===== config.mk =====
export PLATFORM = sky130hd
export DESIGN_NAME = i2c_clk_gen
export DESIGN_NICKNAME = d
export VERILOG_FILES = /design/src/rtl/i2c_clk_gen.sv
export SDC_FILE = /design/constraint.sdc
export NUM_CORES = 1
export LEC_CHECK = 0
export CAP_MARGIN = 40
export CORE_MARGIN = 2
export CORE_UTILIZATION = 50
export CTS_CLUSTER_DIAMETER = 200
export CTS_CLUSTER_SIZE = 8
export DETAILED_ROUTE_END_ITERATION = 10
export PLACE_DENSITY_LB_ADDON = 0.25
export SLEW_MARGIN = 30
export SYNTH_ARGS = -nofsm -noshare
export SYNTH_HDL_FRONTEND = slang
export SYNTH_SLANG_ARGS = --single-unit

===== constraint.sdc =====
create_clock -name clk -period 5 [get_ports clk]
set_input_delay 0.5 -clock clk [delete_from_list [all_inputs] [get_ports clk]]
set_output_delay 0.5 -clock clk [all_outputs]
set_load 0.01 [all_outputs]

===== src/rtl/i2c_clk_gen.sv =====
// ---------------------------------------------------------------------------
// i2c_clk_gen -- I2C master SCL generator with quarter-period timing strobes.
//
// One SCL period is four quarters (P0, P1 low; P2, P3 high). Each quarter
// lasts div_q+1 clk cycles. A registered strobe marks the first cycle of
// each quarter, so a byte engine can change SDA mid-low and sample it
// mid-high. A slave may stretch the clock by holding the sensed SCL low
// during the high phase; the generator then freezes in P2 until SCL is
// released.
//
// Ports
//   clk         system clock, rising-edge
//   rst_n       asynchronous active-low reset
//   en          run request (level); deassertion finishes the current period
//   div_val     new quarter-period divisor
//   div_load    strobe: capture div_val into the shadow register
//   scl_in      synchronised bus SCL, used for clock stretching
//   stretch_en  allow a slave to stretch the high phase
//   scl_out     generated SCL (registered)
//   fall_stb    first cycle of P0 (SCL fell)
//   chg_stb     first cycle of P1 (SDA change point)
//   rise_stb    first cycle of P2 (SCL rose)
//   smp_stb     first cycle of P3 (SDA sample point)
//   busy        generator is not idle
//   stretched   stretch hold currently active
// ---------------------------------------------------------------------------
module i2c_clk_gen #(
   parameter int DIV_W     = 8,
   parameter int RESET_DIV = 3
) (
   input  logic             clk,
   input  logic             rst_n,
   input  logic             en,
   input  logic [DIV_W-1:0] div_val,
   input  logic             div_load,
   input  logic             scl_in,
   input  logic             stretch_en,
   output logic             scl_out,
   output logic             fall_stb,
   output logic             chg_stb,
   output logic             rise_stb,
   output logic             smp_stb,
   output logic             busy,
   output logic             stretched
);

   typedef enum logic [2:0] {
      IDLE,
      P0,   // low, first quarter
      P1,   // low, second quarter
      P2,   // high, first quarter (stretchable)
      P3    // high, second quarter
   } state_t;

   localparam logic [DIV_W-1:0] RESET_DIV_V = DIV_W'(RESET_DIV);

   state_t           state;
   state_t           state_nxt;
   logic [DIV_W-1:0] cnt;
   logic [DIV_W-1:0] cnt_nxt;
   logic [DIV_W-1:0] div_q;    // divisor in use for the current quarter
   logic [DIV_W-1:0] shadow;   // divisor waiting for the next quarter boundary
   logic             hold;
   logic             terminal;
   logic             advance;
   logic             entering;

   // A slave holding SCL low while we drive it high freezes the high phase.
   assign hold      = (state == P2) && stretch_en && !scl_in;
   assign terminal  = (cnt == div_q);
   assign stretched = hold;
   assign busy      = (state != IDLE);
   assign entering  = (state_nxt != state);

   // NOTE: every output of a combinational block gets a default before any
   // branch; a path that leaves one unassigned would infer a latch.
   always_comb begin
      state_nxt = state;
      cnt_nxt   = cnt;
      advance   = 1'b0;
      unique case (state)
         IDLE: begin
            cnt_nxt = '0;
            if (en) state_nxt = P0;
         end
         default: begin
            if (!hold) begin
               if (terminal) begin
                  cnt_nxt = '0;
                  advance = 1'b1;
                  case (state)
                     P0:      state_nxt = P1;
                     P1:      state_nxt = P2;
                     P2:      state_nxt = P3;
                     P3:      state_nxt = en ? P0 : IDLE;
                     default: state_nxt = IDLE;
                  endcase
               end else begin
                  cnt_nxt = cnt + DIV_W'(1);
               end
            end
         end
      endcase
   end

   // NOTE: state registers use non-blocking assignments so every register
   // samples the pre-edge values, independent of statement order.
   always_ff @(posedge clk or negedge rst_n) begin
      if (!rst_n) state <= IDLE;
      else        state <= state_nxt;
   end

   always_ff @(posedge clk or negedge rst_n) begin
      if (!rst_n) begin
         cnt      <= '0;
         div_q    <= RESET_DIV_V;
         shadow   <= RESET_DIV_V;
         scl_out  <= 1'b1;
         fall_stb <= 1'b0;
         chg_stb  <= 1'b0;
         rise_stb <= 1'b0;
         smp_stb  <= 1'b0;
      end else begin
         cnt <= cnt_nxt;
         if (div_load) shadow <= div_val;
         // The divisor only changes between quarters, so no quarter mixes
         // two divisors; a load on a boundary waits for the next boundary.
         if (state == IDLE || advance) div_q <= shadow;
         scl_out  <= !(state_nxt == P0 || state_nxt == P1);
         fall_stb <= entering && (state_nxt == P0);
         chg_stb  <= entering && (state_nxt == P1);
         rise_stb <= entering && (state_nxt == P2);
         smp_stb  <= entering && (state_nxt == P3);
      end
   end

endmodule

==> out/metrics.cfg, run 1 <==
[synthesis]
netlist_instances=121
yosys.cell_count.top_type=dfrtp_1
synthTopCellsByCount=dfrtp_1 (27), mux2_2 (13), xor2_1 (12), nor2_1 (11), nand2_1 (6)
syn_area_per_cell_um2=12.5
mappedNetlistArea_um2=1520
synth_seq_area_share_pct=53.2
synth_top_cells_by_area=dfrtp_1 (45%), mux2_2 (9.6%), dfstp_2 (8.7%)
ys_types=33
ys_ff_latch=32
synth_flop_cell=dfrtp_1
synth_top_area_share_pct=44.5
yosys.area.top_type=dfrtp_1
postSynth.asyncResetShare_pct=100
ys_warn_count=0
synth-edff-count=0
syn_nets=136

[clock_tree]
htree_levels=2
holdBufCountCts=0
root_buffer=clkbuf_4
clk_path_buf_depth=2
cts_made_buffers=5
post-cts-setup-buffers=0
numClockSinks=32
cts_tree=built
cts.repair.resized=0
path_clk_slew_ps=100
clk_latency_ps=330

[worst_hold_path]
worstHoldPathCells=1
hold_path_class=reg2reg

[grt]
grt_util_all_layers_pct=17.2
grt_pass1_wl_um=4460
grt_max_degree=33
grt-ovfl-total=0
antenna_found_initial=0
grt_pass1_vias=993

[power_and_ir_drop]
swShare_pct=34.8
pwr-share-clk_pct=17.0
irDropWorstVdd_uv=277
total_power_mw=0.900
power_density_nw_per_um2=511
internal-power_mw=0.587
p_leak_nw=0.768
seqPwrFrac_pct=49.6
p_comb_share_pct=33.4
p_switching_mw=0.313

[timing]
period_needed_ps=2650
hold_viol_final=0
fmax_ghz=0.377
rsz0062_at_grt=false
report.final.slew_viol_count=0
tightest_slew_ps=494
finalSetupViolCount=0
timing.setup.tns_ps=0
finalWorstSetupSlack_ps=2350
skew_ps=6.41
relSlewSlack_pct=67.0
fin_crit_sh_pct=53.0

[die]
start_util_pct=53.6
num_io_pins=21
die_w_um=59.1
dieArea_um2=3490
core_area_um2=2830
dieHeight_um=59.1
rows=19

[cells_and_area]
finalNetCount=156
drive_gt1_share_pct=26.8
area_growth_pct=16.2
antenna_cells=0
fillers=235
utilization_pct=62.3
fin_cells=173

[drt]
wl_per_cell_um=14.3
drtAntennaViolNets=0
top_layer_used=met4
dr_wl_met2_um=1190
wl_met3_um=130
firstDrtPassIters=4
drc=0
drt_iter0_markers=16
wl_um=2470
drt-met1-wl_um=1140
via_count=932
viasPerCell=5.39

[placed_design]
numPortBuffers=20
place_ws_ps=2360
place_hpwl_um=1750
dp.cells=165
gp_congestion=0.725

[worst_setup_path]
critPathKind=reg2out
r2r_cells=5
startpoint_type=flop
required_ps=4500
critPathMaxFanout=9
endpoint_kind=primary output
arrival_ps=2150

[run]
max_cap_violations=0

[outcome]
status=finished clean

## sequential cells by signal, indices dropped and copies added (netlist names)
name	count
chg_stb	1
smp_stb	1
div_q	8
rise_stb	1
scl_out	1
cnt	8
state	3
shadow	8
fall_stb	1
## critical path: stages, from the launching register on
cell             delay, ps
dfrtp_1                520
nand2_4                 80
or4b_4                 580
clkinv_8               100
clkdlybuf4s50_1        530
## power groups by stage
stage	registers (mW)	logic [mW]	clock network, mW
CTS	0.447	0.305	0.160
global placement	0.447	0.292	0
floorplan	0.405	0.288	0
finish	0.446	0.301	0.153
detailed placement	0.452	0.301	0
global route	0.463	0.338	0.174
## per-stage QoR
stage          area, µm²  hold slack (ps)
6_report            1760              510
5_1_grt             1760              535
4_1_cts             1760              516
3_5_place_dp        1700              493
3_3_place_gp        1700              487
2_1_floorplan       1520              204
## worst paths after layout
kind	from	slack [ps]	endpoint
worst max-delay path	state[1]	2350	stretched
worst min-delay path	shadow[5]	510	div_q[5]
worst max register to register	cnt[1]	2540	div_q[3]
worst min register to register	shadow[5]	510	div_q[5]
max in group asynchronous	rst_n	4120	shadow[1]
min in group asynchronous	rst_n	550	smp_stb
## layout by cell type (no fill, tap or decap), drive strengths merged
master	instances
nand2	7
or4b	1
a211o	1
xor2	12
clkbuf	6
a21oi	2
nor2	11
nor3	3
nor3b	1
dfstp	5
o211a	1
nor4	3
ha	1
xnor2	2
nand3	4
o21ai	3
and3	1
or3	1
buf	1
nor4b	1
a21o	1
nand3b	1
or2b	1
clkinv	3
mux2	17
clkdlybuf4s50	20
a211oi	1
nand4	4
dfrtp	27
## routing by layer
| metal | vias to the layer above | track usage (%) |
|---|---|---|
| li1 | 461 | - |
| met3 | 2 | 6.99 |
| met1 | 447 | 22.3 |
| met2 | 22 | 26.2 |
| met4 | 0 | 6.17 |
| met5 | - | 0 |
## layout make-up
type                    instances  area (µm²)  area share (%)
well taps                      31        38.8            2.20
flip-flops and latches         32         807            45.8
clock buffers                   6        51.3            2.91
clock inverters                 2        10.0           0.568
inverters                       1        16.3           0.923
repair buffers                 21         208            11.8
multi-input cells              80         632            35.8
## cell families (layout without fill, tap and decap cells)
| logic type | after synthesis | count (layout) | share of synthesized area, % |
|---|---|---|---|
| adder cells (fa/ha/maj) | 1 | 1 | 0.824 |
| multiplexers | 17 | 17 | 13.6 |
| AO/OA/AOI/OAI | 9 | 9 | 4.70 |
| flip-flops | 32 | 32 | 53.2 |
| buffers and inverters | 9 | 30 | 5.19 |
| XOR/XNOR | 14 | 14 | 8.08 |
| AND/OR/NAND/NOR | 39 | 39 | 14.4 |
(Power assumes the default switching activity.)
==> run 2, diff against run 1 <==
- CORE_UTILIZATION: 50 -> 48
- clock period: 5 -> 2.4 ns (I/O delays scaled with it)
==> run 2 against run 1 <==
Effect of this change: sequential power is 100% higher; setup slack worse by 2300 ps; cell area is 2.6% higher; non-clock buffer count is 4 higher; core utilization is 2.6 points lower; wire length is 0.73% lower; die area is 3.9% higher; global-route usage is 0.44 points lower; critical endpoint unchanged.
==> out/metrics.cfg, run 2 (synthesis results as in run 1) <==
[timing]
period_needed_ps=2310
fin_crit_sh_pct=96.2
report.final.slew_viol_count=0  ; unchanged
relSlewSlack_pct=68.3  ; was 67.0%
skew_ps=9.75  ; was 6.41 ps
hold_viol_final=0  ; unchanged
tightest_slew_ps=474  ; was 494 ps
fmax_ghz=0.433
finalWorstSetupSlack_ps=91.6  ; was 2350 ps
rsz0062_at_grt=false  ; unchanged
timing.setup.tns_ps=0  ; unchanged
finalSetupViolCount=0  ; unchanged

[clock_tree]
post-cts-setup-buffers=0  ; unchanged
holdBufCountCts=0  ; unchanged
clk_latency_ps=340  ; was 330 ps
numClockSinks=32  ; unchanged
cts_tree=built  ; unchanged
htree_levels=2  ; unchanged
root_buffer=clkbuf_4  ; unchanged
path_clk_slew_ps=90  ; was 100 ps
cts_made_buffers=5  ; unchanged
clk_path_buf_depth=2  ; unchanged

[worst_setup_path]
startpoint_type=flop  ; unchanged
crit_buf_inv=2  ; unchanged
critPathKind=reg2out  ; unchanged
cpMaxStageDelayCell=or4b_4  ; unchanged
critPathMaxFanout=9  ; unchanged
arrival_ps=2070  ; was 2150 ps
r2r-end=div_q[2]  ; was div_q[3]
cp_top_family=buffers and inverters  ; was simple AND/OR/NAND/NOR gates
startpoint=state[1]  ; unchanged
endpoint_kind=primary output  ; unchanged
crit_chain=nand2_4 -> or4b_4 -> clkinv_8 -> clkdlybuf4s50_1  ; unchanged
crit_path_max_incr_delay_ps=570  ; was 580 ps
crit-reg2reg-launch=div_q[1]  ; was cnt[1]
r2r_cells=5  ; unchanged
r2r_slack_ps=290  ; was 2540 ps
required_ps=2160  ; was 4500 ps

[cells_and_area]
drive_gt1_share_pct=28.8  ; was 26.8%
fillers=267  ; was 235
fin_cells=190  ; was 173
area_growth_pct=19.2  ; was 16.2%
reg.largest.list=cnt: 8 flops, div_q: 8 flops, shadow: 8 flops  ; unchanged
final_cell_mix=dfrtp_1 (25), clkdlybuf4s50_1 (20), mux2_2 (13)  ; was dfrtp_1 (27), clkdlybuf4s50_1 (20), mux2_2 (13)
finalNetCount=160  ; was 156
utilization_pct=59.8  ; was 62.3%
layout_commonest_cell=dfrtp_1  ; unchanged
antenna_cells=0  ; unchanged

[die]
core_area_um2=3030  ; was 2830 µm²
dieHeight_um=60.2  ; was 59.1 µm
rows=20  ; was 19
num_io_pins=21  ; unchanged
start_util_pct=50.1  ; was 53.6%
dieArea_um2=3630  ; was 3490 µm²
die_w_um=60.2  ; was 59.1 µm

[power_and_ir_drop]
power_density_nw_per_um2=1050  ; was 511 nW/µm²
p_leak_nw=0.780  ; was 0.768 nW
irDropWorstVdd_uv=455  ; was 277 µV

[drt]
drt_iter0_markers=35  ; was 16
via_count=975  ; was 932
viasPerCell=5.13  ; was 5.39
wl_um=2450  ; was 2470 µm
drc=0  ; unchanged
drtAntennaViolNets=0  ; unchanged
firstDrtPassIters=4  ; unchanged
wl_per_cell_um=12.9  ; was 14.3 µm

[grt]
grt_pass1_vias=1008  ; was 993
grt-ovfl-total=0  ; unchanged
grt_util_all_layers_pct=16.8  ; was 17.2%
grt_pass1_wl_um=4260  ; was 4460 µm
antenna_found_initial=0  ; unchanged
grt_max_degree=33  ; unchanged

[outcome]
status=finished clean  ; unchanged

[worst_hold_path]
hold_path_class=in2async  ; was reg2reg

[placed_design]
place_hpwl_um=1810  ; was 1750 µm
place_ws_ps=279  ; was 2360 ps
gp_congestion=0.770  ; was 0.725
dp.cells=182  ; was 165
numPortBuffers=20  ; unchanged

[run]
max_cap_violations=0  ; unchanged

## run 2: changes by cell type in the layout (fill, tap and decap cells not counted), sizes merged
cell | previous run | this run
clkinv | 3 | 1
buf | 1 | 5
clkbuf | 6 | 8
## run 2: worst max-delay path by stage
stage                 to  cells past startpoint
2_1_floorplan   div_q[4]                      7
3_3_place_gp   stretched                      4
3_5_place_dp   stretched                      4
4_1_cts        stretched                      4
5_1_grt        stretched                      4
6_report       stretched                      4
## run 2: report_power, final
part / internal, mW / switching [mW]
sequential: 0.731 / 0.174
clock: 0.144 / 0.171
combinational: 0.387 / 0.297
## run 2: layout make-up
| class | count | area, µm² | share of cell area (%) |
|---|---|---|---|
| timing repair buffer | 25 | 238 | 13.1 |
| multi-input combinational | 80 | 632 | 34.9 |
| clock buffer | 8 | 58.8 | 3.25 |
| inverter | 1 | 16.3 | 0.899 |
| sequential | 32 | 810 | 44.7 |
| tap | 44 | 55.1 | 3.04 |
## run 2: stage by stage
| stage | power [mW] | cell area (µm²) | hold WS, ps |
|---|---|---|---|
| after floorplan | 1.44 | 1520 | -55.6 |
| after global placement | 1.58 | 1750 | 487 |
| after detailed placement | 1.61 | 1750 | 493 |
| after CTS | 1.92 | 1810 | 299 |
| after global routing | 2.05 | 1810 | 333 |
| final | 1.90 | 1810 | 286 |
## run 2: repair_timing
item,CTS,global route
setup endpoints to repair,0,1
resized for setup,0,2
endpoints found under the hold margin,0,0
## run 2: routing by layer
metal  vias to the layer above  GRT usage [%]  part of all wire (%)
met5                         -              0                     0
met4                         0           11.4                   3.0
met3                         9           4.55                   4.1
met2                        20           28.4                    47
met1                       477           18.1                    45
li1                        469              -                     -
